===== src/rtl/branch_resolve.sv =====
// Branch resolution stage: detects mispredictions from the execute-stage
// comparator result, holds a corrected-PC redirect to fetch under valid/ready,
// squashes wrong-path beats for a fixed shadow window after each redirect,
// and publishes per-branch outcomes for predictor training.
module branch_resolve #(
  parameter int unsigned DATA_WIDTH    = 32,
  parameter int unsigned SHADOW_CYCLES = 2,
  parameter int unsigned STAT_WIDTH    = 16
) (
  input  logic                  i_clk,
  input  logic                  i_rst,
  input  logic                  i_valid,
  output logic                  o_ready,
  input  logic                  i_is_jump,
  input  logic                  i_cmp_out,
  input  logic [DATA_WIDTH-1:0] i_pc,
  input  logic [DATA_WIDTH-1:0] i_imm,
  input  logic                  i_pred_taken,
  output logic                  o_redirect_valid,
  output logic [DATA_WIDTH-1:0] o_redirect_pc,
  input  logic                  i_redirect_ready,
  output logic                  o_flush,
  output logic                  o_upd_valid,
  output logic                  o_upd_taken,
  output logic [DATA_WIDTH-1:0] o_upd_pc,
  output logic [STAT_WIDTH-1:0] o_mispredicts
);

  // Shadow counter must hold SHADOW_CYCLES; keep at least one bit when it is 0.
  localparam int unsigned CNT_W = (SHADOW_CYCLES > 0) ? $clog2(SHADOW_CYCLES + 1) : 1;

  typedef enum logic [1:0] {
    S_RUN      = 2'd0,
    S_REDIRECT = 2'd1,
    S_SHADOW   = 2'd2
  } state_t;

  state_t                state_q, state_d;
  logic [CNT_W-1:0]      shadow_q, shadow_d;
  logic [DATA_WIDTH-1:0] redirect_pc_d;
  logic                  upd_valid_d;
  logic                  upd_taken_d;
  logic [DATA_WIDTH-1:0] upd_pc_d;
  logic [STAT_WIDTH-1:0] mispredicts_d;

  logic                  taken;
  logic                  mispredict;
  logic [DATA_WIDTH-1:0] target;

  // Handshake and redirect status decoded straight from the state register.
  assign o_ready          = (state_q != S_REDIRECT);
  assign o_redirect_valid = (state_q == S_REDIRECT);
  assign o_flush          = o_redirect_valid && i_redirect_ready;

  // Resolve the presented beat: actual outcome, corrected target, mispredict flag.
  always_comb begin
    taken      = i_is_jump | i_cmp_out;
    target     = taken ? (i_pc + i_imm) : (i_pc + DATA_WIDTH'(4));
    mispredict = (taken != i_pred_taken);
  end

  // Next-state and next-register logic.
  always_comb begin
    state_d       = state_q;
    shadow_d      = shadow_q;
    redirect_pc_d = o_redirect_pc;
    upd_valid_d   = 1'b0;
    upd_taken_d   = o_upd_taken;
    upd_pc_d      = o_upd_pc;
    mispredicts_d = o_mispredicts;

    case (state_q)
      S_RUN: begin
        if (i_valid) begin
          upd_valid_d = 1'b1;
          upd_taken_d = taken;
          upd_pc_d    = i_pc;
          if (mispredict) begin
            if (o_mispredicts != {STAT_WIDTH{1'b1}}) begin
              mispredicts_d = o_mispredicts + STAT_WIDTH'(1);
            end
            redirect_pc_d = target;
            state_d       = S_REDIRECT;
          end
        end
      end

      S_REDIRECT: begin
        if (i_redirect_ready) begin
          if (SHADOW_CYCLES == 0) begin
            state_d = S_RUN;
          end else begin
            state_d  = S_SHADOW;
            shadow_d = CNT_W'(SHADOW_CYCLES);
          end
        end
      end

      S_SHADOW: begin
        // Incoming beats are consumed and dropped here.
        shadow_d = shadow_q - CNT_W'(1);
        if (shadow_q <= CNT_W'(1)) begin
          shadow_d = '0;
          state_d  = S_RUN;
        end
      end

      default: begin
        state_d  = S_RUN;
        shadow_d = '0;
      end
    endcase
  end

  // State and output registers; reset aborts any pending redirect.
  always_ff @(posedge i_clk or posedge i_rst) begin
    if (i_rst) begin
      state_q       <= S_RUN;
      shadow_q      <= '0;
      o_redirect_pc <= '0;
      o_upd_valid   <= 1'b0;
      o_upd_taken   <= 1'b0;
      o_upd_pc      <= '0;
      o_mispredicts <= '0;
    end else begin
      state_q       <= state_d;
      shadow_q      <= shadow_d;
      o_redirect_pc <= redirect_pc_d;
      o_upd_valid   <= upd_valid_d;
      o_upd_taken   <= upd_taken_d;
      o_upd_pc      <= upd_pc_d;
      o_mispredicts <= mispredicts_d;
    end
  end

endmodule

===== config.mk =====
export PLATFORM = sky130hd
export DESIGN_NAME = branch_resolve
export DESIGN_NICKNAME = d
export VERILOG_FILES = /design/src/rtl/branch_resolve.sv
export SDC_FILE = /design/constraint.sdc
export NUM_CORES = 1
export LEC_CHECK = 0
export ABC_AREA = 0
export BUFFER_PORTS_ARGS = -buffer_cell sky130_fd_sc_hd__buf_2
export CORE_UTILIZATION = 50
export DETAILED_ROUTE_END_ITERATION = 12
export PLACE_DENSITY = 0.77
export SLEW_MARGIN = 20
export SYNTH_ARGS = -nofsm -noshare
export SYNTH_HDL_FRONTEND = slang
export SYNTH_SLANG_ARGS = --single-unit

===== constraint.sdc =====
create_clock -name i_clk -period 3.8 [get_ports i_clk]
set_clock_uncertainty 0.05 [all_clocks]
set_input_delay 0.76 -clock i_clk [delete_from_list [all_inputs] [get_ports i_clk]]
set_output_delay 0.76 -clock i_clk [all_outputs]
set_load 0.05 [all_outputs]

* Yosys cells after proc, flatten, opt, wreduce, memory -nomap -nowiden *
Index checks and enable logic that the tools add are counted.
W data, S select, Z words.

storage, ports and cells
  flip-flop bits (word level) = 86
  bits in latches = 0
  bits in writable memories = 0
  ROM bits = 0
  input port bits = 71
  output and inout port bits = 85
  memories = 0

operators by class
  add/subtract/negate cells = 4
  multipliers = 0
  div/mod/pow operators = 0
  magnitude comparators = 1
  equality and inequality tests = 9
  shifts and indexed selects = 0
  multiplexer cells = 10
  bitwise operators = 2
  reduce and logical (&&, ||, !) cells = 7

operators by type and width
  operator                 number
  $add A32 B3 Y32 const B  1
  $add A32 B32 Y32         1
  $mux W32                 1
  $add A16 B1 Y16 const B  1
  $ne A16 B16 Y1 const B   1
  $pmux W2 S3              2
  $mux W2                  5
  $reduce_and A4 Y1        2
  $ne A2 B2 Y1 const B     3
  $ne A2 B1 Y1 const B     2
  $reduce_and A2 Y1        2
  $reduce_and A3 Y1        1
  $eq A2 B1 Y1 const B     1
  $eq A2 B2 Y1 const B     1
  $le A2 B1 Y1 const B     1
  $logic_not A2 Y1         1
  $mux W1                  2
  $sub A2 B1 Y2 const B    1
  $logic_and A1 B1 Y1      1
  $ne A1 B1 Y1             1
  $not A1 Y1               1
  $or A1 B1 Y1             1

* Longest topological paths before layout *
Gate-level depths: netlist of the first run.

  depth in word-level cells = 5
  depth in mapped cells = 11
  depth with buffers taken out = 11

* Worst setup path before layout of the first run *
Ideal clock, no wire load.

  path kind = input-to-reg
  from = in i_pc[0]
  to = reg o_redirect_pc[24]
  library setup time = 0.121 ns
  arrival = 2.955 ns
  required time = 3.629 ns
  path slack = 0.674 ns
  cell stages on the path = 11
  path through = ha_1 fa_1 a21o_1 a221oi_1 nor3_1 o22ai_2 o21bai_1 a31oi_2 nor3b_1 nor3_1 o22a_1

between the ends
  word-level cells in the longest chain between the ends = 2

RTL lines
  element                                              line  RTL
  start: declaration                                   16    input logic [DATA_WIDTH-1:0] i_pc,
  $add A32 B3 Y32 or $add A32 B32 Y32 (tied branches)  58    target = taken ? (i_pc + i_imm) : (i_pc + DATA_WIDTH'(4));
  $mux W32 *                                           58
  end signal: assignment                               128   o_redirect_pc <= redirect_pc_d;
  end: declaration                                     20    output logic [DATA_WIDTH-1:0] o_redirect_pc,

Every way passes the cells marked *; elsewhere a longest branch is shown, timed or not.
A chain may end at the register's enable or synchronous reset.

* Final worst setup path of the first run *
Ends and elaborated chain as after synthesis.

==> impl_results.md, run 1 <==
* FF-to-FF Start: state_q[0]
* Synthesized area per cell at between 9 and 10 sq um
* Die Height at about 110 microns
* Final setup fails at 0
* Post-CTS Hold Buffers at 0
* Crit-path cells: buf_2, ha_1, fa_1, a21o_1, a221oi_1, nor3_1, o22ai_2, o21bai_1, a31oi_2, nor3b_1, nor3_1, o22a_1
* Startpoint Class: input pin
* Vias in the first global route at about 5000
* CTS buffer count at 9
* Area Growth Syn to Fin at 21.2%
* Ys async rst share at 100%
* Slew @ Worst Pin at roughly 0.7 ns
* Total grt overflow at 0
* CTS Buffer Depth at 2
* Worst setup path class: input pin to register
* Worst vdd ir at approximately 0.43 mV
* Die X at 109 microns
* Clock transition at path regs at 0.06 ns
* Simple-gate share of the synthesized area at ~17%
* Post-synth top cells: dfrtp_1 (86), nand2_1 (75), nor2_1 (52)
* CP top delay family: compound AO/OA/AOI/OAI gates
* Clock latency on the worst-skew pair at 0.34 ns
* Drt drc at 0
* Number of diodes at 0
* Min-Delay Endpoint: o_redirect_pc[11]
* Post-Syn Area at 0.00577 sq mm
* R2r worst-path depth at 10
* Largest net degree at the start of global routing at 67
* Critical path arrival at 3.49 ns
* Via count at 5327
* PostCTS Resize Cnt at 0
* Min Tclk post-route at 3.31 ns
* Hold Path Origin: o_redirect_pc[11]
* DRT Pass-1 Iters at 5
* Drt via density at 5.76
* HPWL after DPL at approximately 12 mm
* Slowest Stage Delay on Critical Path at 0.49 ns
* MaxCap Viol Count at 0
* I/O pin count at 156
* Final hold violations at 0
* Final Max Slew Viols at 0
* Core area at 0.0110 sq mm
* #FFs+latches synth at 86
* Drt total wl at 15.5 mm
* Area leader, netlist: dfrtp_1
* H-Tree Depth at 3
* Initial Util at about 52%
* First-pass GRT wire length at around 24 mm
* Cells after Synth at about 630
* Root Driver: clkbuf_16
* Placer congestion estimate at 0.940
* Synth top area share at 37.3%
* Final core occ at 63.4%
* Sum Neg Setup Slack at 0 ns
* Most common cell on crit path: nor3_1
* Top post-synthesis cells by area: dfrtp_1 (37%), ha_1 (7.8%), xnor2_1 (6.7%), mux2_2 (6.0%), nand2_1 (4.9%)
* RSZ-0062 raised after global routing: no
* Global-route usage over all layers at 26.3%
* Post-CTS Setup Repair Bufs at 0
* Buffers on Ports at approximately 160
* Setup crit end kind: register
* Xor/xnor cell area share of the yosys netlist at around 10%
* Compound-Gate Fraction of Synth Area at 17.9%
* Lkg Pwr at 3.37 nW
* NumNets Final at 889
* Seq. cell area at 0.00215 sq mm
* CP Buf/Inv Count at 1
* Power density cells at 757 mW/mm^2
* Post-Synth Adder-Cell Area at 8.15%
* EDFF count, synth at 0
* Status: finished clean
* Multi-input logic area at 0.00347 sq mm
* Setup slack, reg-to-reg at 1.33 ns
* CTS sink count at 86
* Wire length per cell at 16.7 microns
* Synth warnings at 0
* Largest family of logic cells by synthesized area: compound AO/OA/AOI/OAI gates
* Crit-path max FO at 4
* Drt first-iter violations at 364
* Multiplexer share of the synthesized area at under 10%
* Final period utilization at just under 90%
* Initial antenna violation count at 0
* Primary FF master, synth: dfrtp_1
* Syn Nets at roughly 740
* Hold Path Depth at 2
* Filler instances at 908
* Netlist cell types at 63
* Most common cell in the netlist: dfrtp_1
* CTS tree: done
* # rows at 38
* Layout cells sized above 1 at between 20 and 30%
* Slew headroom at 52.2%
* Die area at about 0.012 sq mm
* CP max stage cell: a221oi_1
* Hold Crit Class: register to register
* Achievable Freq at 0.302 GHz
* Reg2reg end: o_mispredicts[11]
* Routed Antenna Nets at 0
* Register area share after synthesis at about 37%
* Worst EP required at just under 4 ns
==> registers in the layout, summed over array words and instances, names as in the netlist <==
signal,flops
o_redirect_pc,32
o_mispredicts,16
o_upd_taken,1
shadow_q,2
o_upd_valid,1
o_upd_pc,32
state_q,2
==> cells by family (layout without fill, tap and decap cells) <==
logic type,Yosys count,in the layout
fa+ha+maj,37,37
compound gates,156,156
buf+inv,36,192
flops,86,86
simple gates,211,211
mux,36,36
xor+xnor,67,67
==> stage by stage <==
step | hold WS [ns] | setup slack, ns | cells | area, sq um | power (W)
global route | 0.453 | 0.272 | 925 | 7000 | 0.00555
floorplan | 0.412 | 0.674 | 629 | 5770 | 0.00369
finish | 0.418 | 0.487 | 925 | 7000 | 0.00530
detailed placement | 0.409 | 0.180 | 910 | 6700 | 0.00441
global placement | 0.400 | 0.289 | 910 | 6690 | 0.00434
CTS | 0.423 | 0.544 | 925 | 7000 | 0.00533
==> worst reg2reg max path, cell delays in order, from the launching register on <==
cell	delay, ns
dfrtp_1	0.40
inv_1	0.09
ha_1	0.24
nand2_2	0.07
inv_1	0.08
nand2_1	0.08
a41oi_1	0.44
nand3_1	0.19
nor3_1	0.40
nand4_1	0.17
xnor2_1	0.15
==> cell usage in the layout (no fill, tap or decap), drive strengths merged, types with 3 or more instances in the layout <==
master	instances
a211o	3
a211oi	3
a21o	14
a21oi	47
a221o	4
a22oi	3
a31oi	8
and3	14
buf	164
clkbuf	12
clkinv	3
dfrtp	86
ha	36
inv	12
mux2	31
mux2i	5
nand2	75
nand2b	4
nand3	27
nand4	10
nor2	52
nor2b	3
nor3	12
o211ai	3
o21ai	45
o21bai	3
xnor2	44
xor2	23
==> layout make-up <==
| class | count | area share [%] |
|---|---|---|
| multi-input combinational | 507 | 49.6 |
| tap | 140 | 2.50 |
| sequential | 86 | 30.8 |
| inverter | 13 | 0.769 |
| timing repair buffer | 164 | 12.1 |
| clock inverter | 3 | 0.626 |
| clock buffer | 12 | 3.67 |
==> routing by layer <==
layer  part of all wire [%]  up-vias  global-route usage [%]
li1                       -     2561                       -
met1                     46     2559                    35.7
met2                     47      184                    41.6
met3                    5.9       23                    4.62
met4                    1.7        0                    10.8
met5                      0        -                       0
==> how the worst max path moves through the flow <==
stage               cells after the start    start  slack (ns)                 to
floorplan                              11  i_pc[0]        0.67  o_redirect_pc[24]
global placement                       12  i_pc[0]        0.29  o_redirect_pc[24]
detailed placement                     12  i_pc[0]        0.18  o_redirect_pc[24]
CTS                                    12  i_pc[0]        0.54  o_redirect_pc[24]
global route                           12  i_pc[0]        0.27  o_redirect_pc[24]
finish                                 12  i_pc[0]        0.49  o_redirect_pc[24]
==> power breakdown <==
group	internal, W	total [W]	leakage [nW]	switching (W)
logic	0.000765	0.00287	2.16	0.00210
clock network	0.000542	0.000906	0.149	0.000364
registers	0.00130	0.00153	1.06	0.000227
(Power assumes the default switching activity.)
==> run 2, diff against run 1 <==
--- a/config.mk
+++ b/config.mk
@@ -9,7 +9,7 @@
 export BUFFER_PORTS_ARGS = -buffer_cell sky130_fd_sc_hd__buf_2
 export CORE_UTILIZATION = 50
 export DETAILED_ROUTE_END_ITERATION = 12
-export PLACE_DENSITY = 0.77
+export PLACE_DENSITY = 0.78
 export SLEW_MARGIN = 20
 export SYNTH_ARGS = -nofsm -noshare
 export SYNTH_HDL_FRONTEND = slang
==> run 2 against run 1 <==
Effect of this change: sequential share of layout area increased by 0.12 points; sequential power barely moved; clock power is 2.8% lower; clock-buffer cell count down 3.
==> impl_results.md, run 2 (synthesis results as in run 1) <==
* Status: finished clean
* Hold Path Origin: o_redirect_pc[2]
* Largest net degree at the start of global routing at 87 (+30%)
* Vias in the first global route at 4948 (-1.4%)
* Post-CTS Setup Repair Bufs at 0 (unchanged)
* Final Max Slew Viols at 0 (unchanged)
* Reg2reg end: o_mispredicts[11]
* Clock latency on the worst-skew pair at 0.35 ns (about the same)
* HPWL after DPL at 11.2 mm (-4.0%)
* Total grt overflow at 0 (unchanged)
* FF-to-FF Start: state_q[0]
* Final period utilization at 83.9% (-3.3 points)
* # rows at 38 (unchanged)
* DRT Pass-1 Iters at 5 (unchanged)
* CTS sink count at 86 (unchanged)
* Die area at 0.0120 sq mm (unchanged)
* Final hold violations at 0 (unchanged)
* Startpoint Class: input pin
* CTS Buffer Depth at 2 (unchanged)
* Most frequent cells in the layout: buf_2 (155), dfrtp_1 (86), nand2_1 (74), nor2_1 (51), a21oi_1 (46)
* Lkg Pwr at 3.36 nW (-0.36%)
* Final Cell Area at 0.00697 sq mm (-0.39%)
* Hold Crit Class: register to register
* RSZ-0062 raised after global routing: no
* Layout cells sized above 1 at 29.1% (-0.053 points)
* R2r worst-path depth at 10 (unchanged)
* Root Driver: clkbuf_16
* Post-DP Area at 0.00668 sq mm (-0.28%)
* Final setup fails at 0 (unchanged)
* Critical path arrival at 3.37 ns (-0.12 ns)
* I/O pin count at 156 (unchanged)
* Min-Delay Endpoint: o_redirect_pc[2]
* H-Tree Depth at 3 (unchanged)
* Clock transition at path regs at 0.06 ns (about the same)
* Drt drc at 0 (unchanged)
* Initial antenna violation count at 0 (unchanged)
* Hold Path Depth at 2 (unchanged)
* Number of diodes at 0 (unchanged)
* Worst vdd ir at 0.547 mV (+27%)
* Placer congestion estimate at 0.914 (-2.7%)
* Post-CTS Hold Buffers at 0 (unchanged)
* Achievable Freq at 0.314 GHz (+3.9%)
* WHS at 0.420 ns (+0.00230 ns)
* Largest registers: o_redirect_pc: 32 flops, o_upd_pc: 32 flops, o_mispredicts: 16 flops
* Setup crit end kind: register
* MaxCap Viol Count at 0 (unchanged)
* Via count at 5306 (-0.39%)
* Drt via density at 5.75 (-0.18%)
* Worst setup path class: input pin to register
* CTS buffer count at 9 (unchanged)
* Place WS at 0.263 ns (+0.0829 ns)
* Global-route usage over all layers at 26.2% (-0.10 points)
* Slew headroom at 46.0% (-6.2 points)
* Min Tclk post-route at 3.19 ns (-0.124 ns)
* Initial Util at 52.3% (unchanged)
* Worst EP required at 3.98 ns (about the same)
* Crit-path max FO at 4 (unchanged)
* Wire length per cell at 16.3 microns (-2.5%)
* Drt first-iter violations at 378 (+3.8%)
* Routed Antenna Nets at 0 (unchanged)
* Die Height at 109 microns (unchanged)
* Most common cell after layout, fill and taps aside: buf_2
* Filler instances at 966 (+6.4%)
* Final worst slack at 0.612 ns (+0.124 ns)
* Power density cells at 756 mW/mm^2 (-0.17%)
* CP Launch Point: i_pc[0]
* Buffers on Ports at 155 (unchanged)
* CTS tree: done
* Slew @ Worst Pin at 0.810 ns (+0.0933 ns)
* Drt total wl at 15.0 mm (-2.7%)
* Sum Neg Setup Slack at 0 ns (unchanged)
* First-pass GRT wire length at 24.3 mm (+0.17%)
* Area Growth Syn to Fin at 20.8%
* Setup slack, reg-to-reg at 1.37 ns (+0.04 ns)
* Core area at 0.0110 sq mm (unchanged)
* PostCTS Resize Cnt at 0 (unchanged)
* Die X at 109 microns (unchanged)
* NumNets Final at 887 (-0.22%)
run 2: worst max path at each step:
| stage | endpoint | cells past startpoint | slack [ns] |
|---|---|---|---|
| 2_1_floorplan | o_redirect_pc[24] | 11 | 0.67 |
| 3_3_place_gp | o_redirect_pc[24] | 12 | 0.31 |
| 3_5_place_dp | o_redirect_pc[24] | 12 | 0.26 |
| 4_1_cts | o_redirect_pc[24] | 12 | 0.62 |
| 5_1_grt | o_redirect_pc[24] | 12 | 0.40 |
| 6_report | o_redirect_pc[24] | 12 | 0.61 |
run 2: cell type report:
| cell class | instances | area, sq um | share of cell area [%] |
|---|---|---|---|
| Clock buffer | 9 | 225 | 3.23 |
| Clock inverter | 6 | 62.6 | 0.898 |
| Inverter | 13 | 50.0 | 0.718 |
| Multi-Input combinational cell | 507 | 3470 | 49.8 |
| Sequential cell | 86 | 2150 | 30.9 |
| Tap cell | 140 | 175 | 2.51 |
| Timing Repair Buffer | 162 | 832 | 11.9 |
run 2: metrics by stage:
step / util, % / std cells / power, W
floorplan: - / 629 / 0.00369
global placement: 60.5 / 908 / 0.00434
detailed placement: 60.5 / 908 / 0.00440
CTS: 63.2 / 923 / 0.00529
global route: 63.2 / 923 / 0.00555
finish: 63.2 / 923 / 0.00527
run 2: routing by layer:
layer | global-route usage (%) | share of wire, %
met1 | 36.2 | 46
met4 | 8.76 | 1.4
met2 | 42.3 | 48
met3 | 3.62 | 4.8
met5 | 0 | 0
run 2: critical path, cell delays in order:
cell      delay [ns]
buf_2           0.11
ha_1            0.23
fa_1            0.40
a21o_1          0.22
a221oi_1        0.44
nor3_1          0.13
o22ai_2         0.20
o21bai_1        0.15
a31oi_2         0.23
nor3b_1         0.23
nor3_1          0.08
o22a_1          0.18
run 2: report_power, final:
part | switching, W | internal [W] | leakage, nW | total [W]
registers | 0.000233 | 0.00130 | 1.06 | 0.00153
clock network | 0.000376 | 0.000506 | 0.145 | 0.000881
logic | 0.00209 | 0.000763 | 2.15 | 0.00286
total | 0.00270 | 0.00257 | 3.36 | 0.00527
==> run 3, diff against run 2 <==
==> constraint.sdc (replaced) <==
create_clock -name i_clk -period 2.95 [get_ports i_clk]
set_clock_uncertainty 0.05 [all_clocks]
set_input_delay 0.59 -clock i_clk [delete_from_list [all_inputs] [get_ports i_clk]]
set_output_delay 0.59 -clock i_clk [all_outputs]
set_load 0.05 [all_outputs]
==> run 3 against run 2 <==
Effect of this change: highest routed layer unchanged; global-route usage increased by 1.2 points; total power is 33% higher; wire length is 6.1% higher; critical path depth unchanged; critical path type unchanged; hold slack lost 0.15 ns; critical endpoint unchanged.
==> impl_results.md, run 3 (synthesis results as in run 1) <==
* Post-CTS Hold Buffers at 0 (unchanged)
* Final setup fails at 0 (unchanged)
* Root Driver: clkbuf_16
* Status: finished clean
* First-pass GRT wire length at 25.1 mm (+3.1%)
* Final Instance Count excl. Fillers at 965 (+4.6%)
* Crit-path max FO at 4 (unchanged)
* # rows at 38 (unchanged)
* Wire length per cell at 16.5 microns (+1.4%)
* Inst Count DP at 949 (+4.5%)
* Place WS at -0.231 ns (-0.494 ns)
* Final worst slack at 0.121 ns (-0.491 ns)
* Slew @ Worst Pin at 0.668 ns (-0.142 ns)
* Global-route usage over all layers at 27.4% (+1.2 points)
* Critical path arrival at 3.02 ns (-0.35 ns)
* Startpoint Class: input pin
* HPWL after DPL at 11.9 mm (+6.5%)
* Slew headroom at 55.5% (+9.4 points)
* CTS Buffer Depth at 2 (unchanged)
* Drt via density at 5.69 (-1.1%)
* Most frequent cells in the layout: buf_2 (155), dfrtp_1 (86), nand2_1 (74), nor2_1 (51), buf_4 (47)
* Drt first-iter violations at 364 (-3.7%)
* Area Growth Syn to Fin at 27.2%
* Final Max Slew Viols at 0 (unchanged)
* Final hold violations at 0 (unchanged)
* Setup slack, reg-to-reg at 0.70 ns (-0.67 ns)
* Drt total wl at 16.0 mm (+6.1%)
* Worst vdd ir at 0.643 mV (+18%)
* Total grt overflow at 0 (unchanged)
* CTS buffer count at 9 (unchanged)
* NumNets Final at 928 (+4.6%)
* Buffers on Ports at 155 (unchanged)
* Placer congestion estimate at 0.914 (about the same)
* Worst EP required at 3.14 ns (-0.84 ns)
* Layout cells sized above 1 at 33.0% (+3.9 points)
* Largest registers: o_redirect_pc: 32 flops, o_upd_pc: 32 flops, o_mispredicts: 16 flops
* MaxCap Viol Count at 0 (unchanged)
* Largest net degree at the start of global routing at 87 (unchanged)
* Die Height at 109 microns (unchanged)
* Most common cell after layout, fill and taps aside: buf_2
* RSZ-0062 raised after global routing: yes
* Core area at 0.0110 sq mm (unchanged)
* Filler instances at 914 (-5.4%)
* Routed Antenna Nets at 0 (unchanged)
* Lkg Pwr at 3.57 nW (+6.5%)
* CTS tree: done
* Drt drc at 0 (unchanged)
* DRT Pass-1 Iters at 5 (unchanged)
* I/O pin count at 156 (unchanged)
* H-Tree Depth at 3 (unchanged)
* Initial Util at 52.3% (unchanged)
* Achievable Freq at 0.353 GHz
* Min Tclk post-route at 2.83 ns
* Clock latency on the worst-skew pair at 0.35 ns (about the same)
* CTS sink count at 86 (unchanged)
* Vias in the first global route at 5198 (+5.1%)
* Via count at 5488 (+3.4%)
* Setup crit end kind: register
* Initial antenna violation count at 0 (unchanged)
* Clock transition at path regs at 0.06 ns (about the same)
* PnR Total Power at 0.00699 W (+33%)
* Die X at 109 microns (unchanged)
* Die area at 0.0120 sq mm (unchanged)
* Hold Crit Class: input pin to asynchronous set/reset pin
* Power density cells at 952 mW/mm^2 (+26%)
* Final period utilization at between 90 and 100%
* Worst setup path class: input pin to register
* Number of diodes at 0 (unchanged)
[run 3: cell types whose count changed in the layout (fill, tap and decap cells not counted), sizes merged]
cell / delta
buf: +41
bufinv: +1
clkinv: -2
clkinvlp: +1
inv: +1
[run 3: worst max-delay path, cell delays in order]
cell,delay (ns)
buf_2,0.10
ha_1,0.22
fa_1,0.39
a21o_1,0.23
a221oi_4,0.30
nor3_1,0.11
o22ai_2,0.20
o21bai_1,0.16
a31oi_2,0.20
nor3b_1,0.25
nor3_1,0.08
o22a_1,0.17
[run 3: layout make-up]
class	count	area [sq um]	area share, %
Inverter	13	50.0	0.682
Sequential cell	86	2150	29.3
Timing Repair Buffer	203	1150	15.6
Multi-Input combinational cell	507	3500	47.6
Tap cell	140	175	2.39
Clock inverter	7	95.1	1.29
Clock buffer	9	225	3.07
[run 3: power breakdown]
part	leakage [nW]	internal, W	switching, W
logic	2.36	0.00104	0.00273
clock network	0.156	0.000745	0.000504
registers	1.06	0.00167	0.000304
[run 3: routing by layer]
layer | share of wire (%) | track usage, %
met1 | 45 | 36.4
met2 | 47 | 44.0
met3 | 6.2 | 4.86
met4 | 2.2 | 12.0
met5 | 0 | 0
[run 3: what timing repair did]
item                       4_1_cts  5_1_grt
buffers inserted                 0        0
setup endpoints to repair        0        4
gates resized for setup          0        2
[run 3: stage by stage]
step | hold slack [ns] | area [sq um] | utilization [%] | setup TNS, ns
2_1_floorplan | 0.412 | 5780 | - | 0
3_3_place_gp | 0.399 | 7010 | 63.5 | -0.945
4_1_cts | 0.307 | 7330 | 66.4 | 0
6_report | 0.271 | 7340 | 66.6 | 0
3_5_place_dp | 0.409 | 7010 | 63.5 | -1.40
5_1_grt | 0.340 | 7340 | 66.6 | -0.00772
[run 3: worst paths after layout]
path                                      to         startpoint  cells past startpoint
min in group i_clk         o_redirect_pc[11]  o_redirect_pc[11]                      2
hold reg to reg            o_redirect_pc[11]  o_redirect_pc[11]                      2
setup / recovery           o_redirect_pc[24]            i_pc[0]                     12
hold / removal             o_mispredicts[13]              i_rst                      3
setup reg to reg           o_mispredicts[15]         state_q[1]                     11
max in group asynchronous       o_upd_pc[11]              i_rst                      3
